$ cat src/rtl/lpm_bustri_seq_if.sv
// Bus-side bundle for lpm_bustri_seq: transmit stream, read requests,
// tri-state buffer controls and the sampled bus value.
interface lpm_bustri_seq_if #(parameter int WIDTH = 8);
  logic             tx_valid;
  logic [WIDTH-1:0] tx_data;
  logic             tx_ready;
  logic             rx_req;
  logic             rx_valid;
  logic [WIDTH-1:0] rx_data;
  logic             enabledt;
  logic             enabletr;
  logic [WIDTH-1:0] data;
  logic [WIDTH-1:0] result;
  logic             busy;

  modport master (output tx_valid, tx_data, rx_req, result,
                  input  tx_ready, rx_valid, rx_data, enabledt, enabletr, data, busy);
  modport slave  (input  tx_valid, tx_data, rx_req, result,
                  output tx_ready, rx_valid, rx_data, enabledt, enabletr, data, busy);
endinterface

$ cat src/rtl/lpm_bustri_seq.sv
// Half-duplex tri-state bus sequencer: arbitrates transmit beats against reads,
// inserts turnaround cycles on direction changes and tracks read latency.
module lpm_bustri_seq #(
  parameter int lpm_width      = 8,
  parameter     lpm_type       = "lpm_bustri_seq",
  parameter     lpm_hint       = "UNUSED",
  parameter int lpm_turnaround = 1,
  parameter int lpm_rdlatency  = 2
) (
  input  logic            clock,
  input  logic            sclr,
  lpm_bustri_seq_if.slave bus
);
  typedef enum logic [1:0] {S_IDLE, S_TX, S_TURN, S_RX} state_e;
  typedef enum logic [1:0] {D_NONE, D_TX, D_RX} dir_e;

  localparam int         PW        = lpm_rdlatency;
  localparam logic [3:0] TURN_LAST = 4'(lpm_turnaround - 1);

  state_e               state_q, state_d;
  dir_e                 lastdir_q, lastdir_d;
  logic                 tgt_rx_q, tgt_rx_d;
  logic [3:0]           cnt_q, cnt_d;
  logic [PW-1:0]        pipe_q, pipe_d;
  logic                 enabledt_q, enabletr_q, rx_valid_q;
  logic [lpm_width-1:0] data_q, rx_data_q;
  logic                 tx_acc, rd_iss, want_rx, direct;

  always_comb begin
    state_d   = state_q;
    lastdir_d = lastdir_q;
    tgt_rx_d  = tgt_rx_q;
    cnt_d     = cnt_q;
    tx_acc    = (state_q == S_TX) && bus.tx_valid;
    rd_iss    = (state_q == S_RX) && bus.rx_req;
    pipe_d    = (pipe_q << 1) | PW'(rd_iss);
    want_rx   = !bus.tx_valid;
    direct    = (lpm_turnaround == 0) || (lastdir_q == D_NONE) ||
                (lastdir_q == (want_rx ? D_RX : D_TX));
    unique case (state_q)
      S_IDLE: if (bus.tx_valid || bus.rx_req) begin
        if (direct) state_d = want_rx ? S_RX : S_TX;
        else begin
          state_d  = S_TURN;
          tgt_rx_d = want_rx;
          cnt_d    = TURN_LAST;
        end
      end
      S_TX: if (!bus.tx_valid) begin
        state_d   = S_IDLE;
        lastdir_d = D_TX;
      end
      S_TURN: if (cnt_q == '0) state_d = tgt_rx_q ? S_RX : S_TX;
              else cnt_d = cnt_q - 4'd1;
      // Hold RX (and enabletr) until the final in-flight read samples.
      S_RX: if (!bus.rx_req && pipe_d == '0) begin
        state_d   = S_IDLE;
        lastdir_d = D_RX;
      end
      default: state_d = S_IDLE;
    endcase
  end

  always_ff @(posedge clock) begin
    if (sclr) begin
      state_q    <= S_IDLE;
      lastdir_q  <= D_NONE;
      tgt_rx_q   <= 1'b0;
      cnt_q      <= '0;
      pipe_q     <= '0;
      enabledt_q <= 1'b0;
      enabletr_q <= 1'b0;
      data_q     <= '0;
      rx_valid_q <= 1'b0;
      rx_data_q  <= '0;
    end else begin
      state_q    <= state_d;
      lastdir_q  <= lastdir_d;
      tgt_rx_q   <= tgt_rx_d;
      cnt_q      <= cnt_d;
      pipe_q     <= pipe_d;
      enabledt_q <= tx_acc;
      enabletr_q <= (state_d == S_RX);
      if (tx_acc) data_q <= bus.tx_data;
      rx_valid_q <= pipe_q[PW-1];
      if (pipe_q[PW-1]) rx_data_q <= bus.result;
    end
  end

  assign bus.tx_ready = (state_q == S_TX);
  assign bus.enabledt = enabledt_q;
  assign bus.enabletr = enabletr_q;
  assign bus.data     = data_q;
  assign bus.rx_valid = rx_valid_q;
  assign bus.rx_data  = rx_data_q;
  assign bus.busy     = (state_q != S_IDLE) || enabledt_q || enabletr_q || (|pipe_q);
endmodule

$ cat src/flat_wrapper.sv
// flat-port wrapper written by rule: the top's interface ports become plain ports
module lpm_bustri_seq_flat 
#(
  parameter int lpm_width      = 8,
  parameter     lpm_type       = "              ",
  parameter     lpm_hint       = "      ",
  parameter int lpm_turnaround = 1,
  parameter int lpm_rdlatency  = 2
)
  (clock, sclr, bus_tx_valid, bus_tx_data, bus_rx_req, bus_result, bus_tx_ready, bus_rx_valid, bus_rx_data, bus_enabledt, bus_enabletr, bus_data, bus_busy);
  lpm_bustri_seq_if #(.WIDTH((8))) bus_i ();
  input  logic clock;
  input  logic sclr;
  input wire logic [$bits(bus_i.tx_valid)-1:0] bus_tx_valid;
  input wire logic [$bits(bus_i.tx_data)-1:0] bus_tx_data;
  input wire logic [$bits(bus_i.rx_req)-1:0] bus_rx_req;
  input wire logic [$bits(bus_i.result)-1:0] bus_result;
  output wire logic [$bits(bus_i.tx_ready)-1:0] bus_tx_ready;
  output wire logic [$bits(bus_i.rx_valid)-1:0] bus_rx_valid;
  output wire logic [$bits(bus_i.rx_data)-1:0] bus_rx_data;
  output wire logic [$bits(bus_i.enabledt)-1:0] bus_enabledt;
  output wire logic [$bits(bus_i.enabletr)-1:0] bus_enabletr;
  output wire logic [$bits(bus_i.data)-1:0] bus_data;
  output wire logic [$bits(bus_i.busy)-1:0] bus_busy;
  assign bus_i.tx_valid = bus_tx_valid;
  assign bus_i.tx_data = bus_tx_data;
  assign bus_i.rx_req = bus_rx_req;
  assign bus_i.result = bus_result;
  assign bus_tx_ready = bus_i.tx_ready;
  assign bus_rx_valid = bus_i.rx_valid;
  assign bus_rx_data = bus_i.rx_data;
  assign bus_enabledt = bus_i.enabledt;
  assign bus_enabletr = bus_i.enabletr;
  assign bus_data = bus_i.data;
  assign bus_busy = bus_i.busy;
  lpm_bustri_seq #(.lpm_width(lpm_width), .lpm_type(lpm_type), .lpm_hint(lpm_hint), .lpm_turnaround(lpm_turnaround), .lpm_rdlatency(lpm_rdlatency)) u_core (.clock(clock), .sclr(sclr), .bus(bus_i));
endmodule
$ cat config.mk
export PLATFORM = sky130hd
export DESIGN_NAME = lpm_bustri_seq_flat
export DESIGN_NICKNAME = d
export VERILOG_FILES = /design/src/rtl/lpm_bustri_seq_if.sv /design/src/rtl/lpm_bustri_seq.sv /design/src/flat_wrapper.sv
export SDC_FILE = /design/constraint.sdc
export NUM_CORES = 1
export LEC_CHECK = 0
export BUFFER_PORTS_ARGS = -buffer_cell sky130_fd_sc_hd__buf_2
export CAP_MARGIN = 25
export CORE_UTILIZATION = 49
export CTS_CLUSTER_SIZE = 20
export DETAILED_ROUTE_END_ITERATION = 6
export PLACE_DENSITY = 0.78
export SYNTH_ARGS = -nofsm -noshare
export SYNTH_HDL_FRONTEND = slang
export SYNTH_SLANG_ARGS = --single-unit
$ cat constraint.sdc
create_clock -name clock -period 1.8 [get_ports clock]
set_input_delay 0.09 -clock clock [delete_from_list [all_inputs] [get_ports clock]]
set_output_delay 0.09 -clock clock [all_outputs]
set_load 0.01 [all_outputs]
==> results of run 1 <==
through the flow:
| stage | utilization (%) | std cells | cell area [um2] | power [uW] | hold WS, ns |
|---|---|---|---|---|---|
| after floorplan | - | 141 | 1265 | 836.4 | 0.1660 |
| after global routing | 69.06 | 224 | 1695 | 1683 | 0.006277 |
| final | 69.06 | 224 | 1695 | 1610 | 0.008268 |
| after global placement | 59.23 | 203 | 1454 | 885.5 | 0.3258 |
| after detailed placement | 59.23 | 203 | 1454 | 893.1 | 0.3310 |
| after CTS | 68.25 | 222 | 1675 | 1615 | 0.004647 |
per-layer routing:
layer	up-vias	GRT usage (%)	wire, um
li1	588	-	-
met2	46	38.82	1550
met5	-	0	0
met3	4	10.14	200
met4	0	10.09	24
met1	559	26.50	1242
synth_stat cells (all sizes together), types with 2 or more instances:
cell type,count,share of area (%)
nand2,12,3.8
inv,5,1.5
nand3,11,4.7
clkbuf,2,0.59
buf,7,3.9
dfxtp,30,47
nor2b,4,2.0
o31ai,2,1.2
nor3,4,1.6
o21ai,7,3.1
a21oi,15,5.9
ha,2,2.0
mux2i,8,6.3
nor2,16,4.7
nand2b,5,3.3
kinds of logic after synthesis:
logic type                 synth area share (%)
and+or+nand+nor                           22.55
AOI/OAI and AO/OA                         15.73
DFF                                       47.48
buffers and inverters                     5.935
muxes                                     6.331
adders and majority gates                 1.978
power by group through the flow:
| stage | sequential (uW) | clock [uW] | combinational (uW) |
|---|---|---|---|
| 2_1_floorplan | 719 | 0 | 118 |
| 3_3_place_gp | 723 | 0 | 162 |
| 3_5_place_dp | 726 | 0 | 167 |
| 4_1_cts | 711 | 719 | 186 |
| 5_1_grt | 715 | 761 | 207 |
| 6_report | 711 | 708 | 191 |
registers in the layout (all words and copies together), names as in the netlist:
| name | count |
|---|---|
| u_core.bus.data | 8 |
| u_core.bus.rx_data | 8 |
| u_core.cnt_q | 4 |
| u_core.lastdir_q | 2 |
| u_core.pipe_q | 2 |
| u_core.state_q | 2 |
| u_core.bus.enabledt | 1 |
| u_core.bus.enabletr | 1 |
| u_core.bus.rx_valid | 1 |
| u_core.tgt_rx_q | 1 |
how the worst max path moves through the flow:
stage,start,to,slack [ns],cells past startpoint
finish,u_core.state_q[0]$_SDFF_PP0_,bus_tx_ready,0.22,3
global route,u_core.state_q[0]$_SDFF_PP0_,bus_tx_ready,0.11,3
CTS,u_core.state_q[0]$_SDFF_PP0_,bus_tx_ready,0.20,3
global placement,u_core.state_q[0]$_SDFF_PP0_,u_core.bus.enabletr$_SDFF_PP0_,0.43,4
floorplan,u_core.cnt_q[0]$_SDFFE_PP0P_,u_core.bus.enabletr$_SDFF_PP0_,0.51,6
detailed placement,u_core.cnt_q[0]$_SDFFE_PP0P_,u_core.bus.enabletr$_SDFF_PP0_,0.34,6
critical path: cells and delay by family, from the launching register on:
family | cells | cell delay (ns)
buffers and inverters | 2 | 0.34
flip-flops | 1 | 0.55
AND/OR/NAND/NOR | 1 | 0.27
cell type report:
class	instances	area, um2
flip-flops and latches	30	600.6
multi-input cells	97	589.3
well taps	30	37.54
fillers	197	759.5
inverters	5	18.77
clock buffers	6	51.30
repair buffers	54	337.8
clock inverters	2	60.06
cell usage in the layout, fill, tap and decap left out, types with 3 or more instances in the layout:
cell,instances
clkbuf_4,5
nand2_1,11
dfxtp_1,30
a21oi_1,15
mux2i_1,8
inv_1,5
nor3_1,4
dlygate4sd3_1,13
buf_2,40
nor2_1,16
nand3_1,10
nor2b_1,4
nand2b_1,3
o21ai_0,5
==> flow_summary.ini, run 1 <==
[hold_path]
holdPathEnd = u_core.bus.rx_data[7]$_SDFFE_PP0P_
hold_depth = 3
hold_class = primary input to register
worstHoldStart = bus_result[7]

[route]
wirelength_mm = 3.017
viasPerCell = 5.344
final_antenna_net_count = 0
drt_first_iter_violations = 25
firstDrtPassIters = 4
wire_per_inst_um = 13.47
vias = 1197
drc = 0

[status]
outcome = finished clean

[power_and_ir_drop]
p_sw_share_pct = 22.64
seqPwrFrac_pct = 44.2
cellPowerDensity_nw_per_um2 = 949.8
intPower_uw = 1246
share_comb_of_total_power_pct = 11.9
vdd_ir_drop_max_mv = 0.9422
power.leakage_uw = 0.0007289
clkPwrFrac_pct = 44.0
p_sw_uw = 364.6

[worst_setup_path]
cp-end-kind = primary output
r2r-start = u_core.cnt_q[0]$_SDFFE_PP0P_
crit_path_max_fanout = 12
worst-r2r-setup-slack_ns = 0.30
crit_type = register to primary output
crit_chain = nor2b_1, buf_4, buf_2
r2r_cells = 6
startpoint_type = register
cp_slowest_cell = dfxtp_1
worstReg2RegEnd = u_core.bus.enabletr$_SDFF_PP0_
worstPathArrival_ns = 1.49
worstPathRequired_ns = 1.71
critical-path-max-stage-delay_ns = 0.55

[sta]
finalHoldViolations = 0
relSlewSlack_pct = 61.57
finalMaxSlewViolations = 0
tns_ns = 0
fin_skew_ns = 0.005261
setup_viol = 0
post-route-period-util_pct = 88.01
fin_crit_ns = 1.584
worst_slack_ns = 0.2158
tightest_slew_ns = 0.5765
fmax_mhz = 631.2
rsz0062_at_grt = no

[finish]
drive_gt1_share_pct = 29.90
syn_to_final_growth_pct = 34.03
diodes = 0
final_nets = 215

[global_route]
antenna_found_initial = 0
overflow = 0
grt_pass1_vias = 1110
grt_pass1_wl_mm = 4.629
grtUsageTotal_pct = 23.69
grt_max_degree = 32

[yosys]
async_flop_share_pct = 0
synth_edf_count = 0
synth_cell_type_count = 35
synthFlopType = dfxtp_1
syn_area_um2 = 1265
avgSynthCellArea_um2 = 8.971
seq_area_frac_synth_pct = 47.48
ys_ff_latch = 30
synthCells = 141
ys_warn_count = 0
synthesis.nets = 163

[clocking]
clk_latency_ns = 0.33
ctsResizeCount = 0
h-tree-depth = 2
clockBufferDepth = 2
postCtsHoldBufs = 11
clk_pin_slew_ns = 0.10
post_cts_buffers = 0
cts_inserted_buffers = 5
cts_root_buf = clkbuf_4
cts_tree = done
clock-sinks = 30

[floorplanning]
start_util_pct = 51.53
coreArea_um2 = 2455
pin_count = 41
die_x_um = 52.81
rows = 18
die_area_um2 = 2789
chipHeight_um = 52.81

[run]
drv_cap = 0

[place]
port_buffers = 40
dp_hpwl_mm = 1.919
gp_congestion = 0.8616
dp_slack_ns = 0.3395
(Power assumes the default switching activity.)
==> run 2: changes to the inputs <==
--- a/config.mk
+++ b/config.mk
@@ -7,10 +7,10 @@
 export LEC_CHECK = 0
 export BUFFER_PORTS_ARGS = -buffer_cell sky130_fd_sc_hd__buf_2
 export CAP_MARGIN = 25
-export CORE_UTILIZATION = 49
+export CORE_UTILIZATION = 44
 export CTS_CLUSTER_SIZE = 20
 export DETAILED_ROUTE_END_ITERATION = 6
-export PLACE_DENSITY = 0.78
+export PLACE_DENSITY = 0.74
 export SYNTH_ARGS = -nofsm -noshare
 export SYNTH_HDL_FRONTEND = slang
 export SYNTH_SLANG_ARGS = --single-unit
==> constraint.sdc (replaced) <==
create_clock -name clock -period 1.4 [get_ports clock]
set_input_delay 0.07 -clock clock [delete_from_list [all_inputs] [get_ports clock]]
set_output_delay 0.07 -clock clock [all_outputs]
set_load 0.01 [all_outputs]
==> flow_summary.ini, run 2 (synthesized netlist as in run 1, its figures left out) <==
[status]
outcome = complete, but fails checks
violations = hold timing

[sta]
relSlewSlack_pct = 61.68
fmax_mhz = 763.1
fin_crit_ns = 1.310
hold_ws_ns = -0.002885
tightest_slew_ns = 0.5748
finalHoldViolations = 1
setup_viol = 0
fin_skew_ns = 0.005898
finalMaxSlewViolations = 0
post-route-period-util_pct = 93.60

[global_route]
use_met3_pct = 4.884
overflow = 0
busiest_layer = met2
grt_pass1_wl_mm = 5.237
grt_max_degree = 32
gr-usage-met2_pct = 37.35
antenna_found_initial = 0
grt_pass1_vias = 1187
grtUsageTotal_pct = 21.95
gr-usage-met1_pct = 25.30

[route]
drt_first_iter_violations = 23
wire_per_inst_um = 13.52
drc = 0
viasPerCell = 5.329
wirelength_mm = 3.124
firstDrtPassIters = 7
vias = 1231
final_antenna_net_count = 0

[worst_setup_path]
worstPathArrival_ns = 1.24
crit_type = register to primary output
cp-end-kind = primary output
worstPathRequired_ns = 1.33
crit_path_max_fanout = 10
worst-r2r-setup-slack_ns = 0.11
startpoint_type = register

[power_and_ir_drop]
vdd_ir_drop_max_mv = 0.9035
power.leakage_uw = 0.0007573
cellPowerDensity_nw_per_um2 = 1069
power.total_uw = 1904

[finish]
diodes = 0
final_cell_count_no_fill = 231
syn_to_final_growth_pct = 40.85
n_fill_cell = 233
final_cell_mix = buf_2, dfxtp_1, nor2_1, a21oi_1, dlygate4sd3_1
drive_gt1_share_pct = 35.50
final_core_util_pct = 65.17
final_nets = 222
final_common_cell = buf_2

[clocking]
clk_pin_slew_ns = 0.09
clockBufferDepth = 2
clock-sinks = 30
cts_root_buf = clkbuf_4
cts_tree = done
clk_latency_ns = 0.33
cts_inserted_buffers = 5
h-tree-depth = 2

[floorplanning]
pin_count = 41
coreArea_um2 = 2734
chipHeight_um = 55.62
die_area_um2 = 3094
die_x_um = 55.62
start_util_pct = 46.27
rows = 19

[hold_path]
hold_class = primary input to register

[place]
port_buffers = 40
dp.cells = 208
gp_congestion = 0.8209
dp_hpwl_mm = 1.931

[run]
drv_cap = 0
-- run 2: changes by cell type in the layout (fill, tap and decap cells not counted), sizes merged --
cell,before,now
bufinv,2,1
dlygate4sd3,13,15
buf,41,46
-- run 2: worst paths after layout --
kind / cells after the start / end / from
worst min register to register: 1 / u_core.cnt_q[0]$_SDFFE_PP0P_ / u_core.cnt_q[0]$_SDFFE_PP0P_
worst max-delay path: 3 / bus_busy / u_core.pipe_q[1]$_SDFF_PP0_
worst max register to register: 6 / u_core.bus.enabletr$_SDFF_PP0_ / u_core.cnt_q[0]$_SDFFE_PP0P_
worst min-delay path: 3 / u_core.bus.rx_data[6]$_SDFFE_PP0P_ / bus_result[6]
-- run 2: timing repair --
item,in CTS,in global routing
gates resized for setup,10,5
hold buffers,15,0
setup buffers,1,0
setup endpoints to repair,3,7
endpoints found under the hold margin,15,0
pin swaps,1,2
-- run 2: layer usage --
metal	vias to the layer above	part of all wire, %
met3	8	4.6
met1	581	41
li1	603	-
met5	-	0
met2	39	52
met4	0	2.0
-- run 2: critical path: stages (launching register included) --
cell and delay [ns]:
dfxtp_4 0.41, nor4_1 0.28, nand2_1 0.07, buf_2 0.15
-- run 2: area by class of cell --
| cell class | count | area, um2 | share of cell area, % |
|---|---|---|---|
| sequential | 30 | 610.6 | 34.27 |
| clock inverter | 1 | 30.03 | 1.685 |
| tap | 31 | 38.79 | 2.177 |
| multi-input combinational | 97 | 636.9 | 35.74 |
| inverter | 5 | 18.77 | 1.053 |
| timing repair buffer | 61 | 395.4 | 22.19 |
| clock buffer | 6 | 51.30 | 2.879 |
-- run 2: power breakdown --
part           internal (uW)  total, uW  switching [uW]
clock                    415        708             293
combinational            140        282             141
sequential               881        914            33.0
-- run 2: through the flow --
stage / TNS [ns] / instance area [um2] / setup WS (ns)
4_1_cts: 0 / 1760 / 0.002891
2_1_floorplan: 0 / 1265 / 0.1067
5_1_grt: -0.03580 / 1782 / -0.03580
6_report: 0 / 1782 / 0.08955
3_5_place_dp: -0.06237 / 1485 / -0.06237
3_3_place_gp: 0 / 1485 / 0.06793
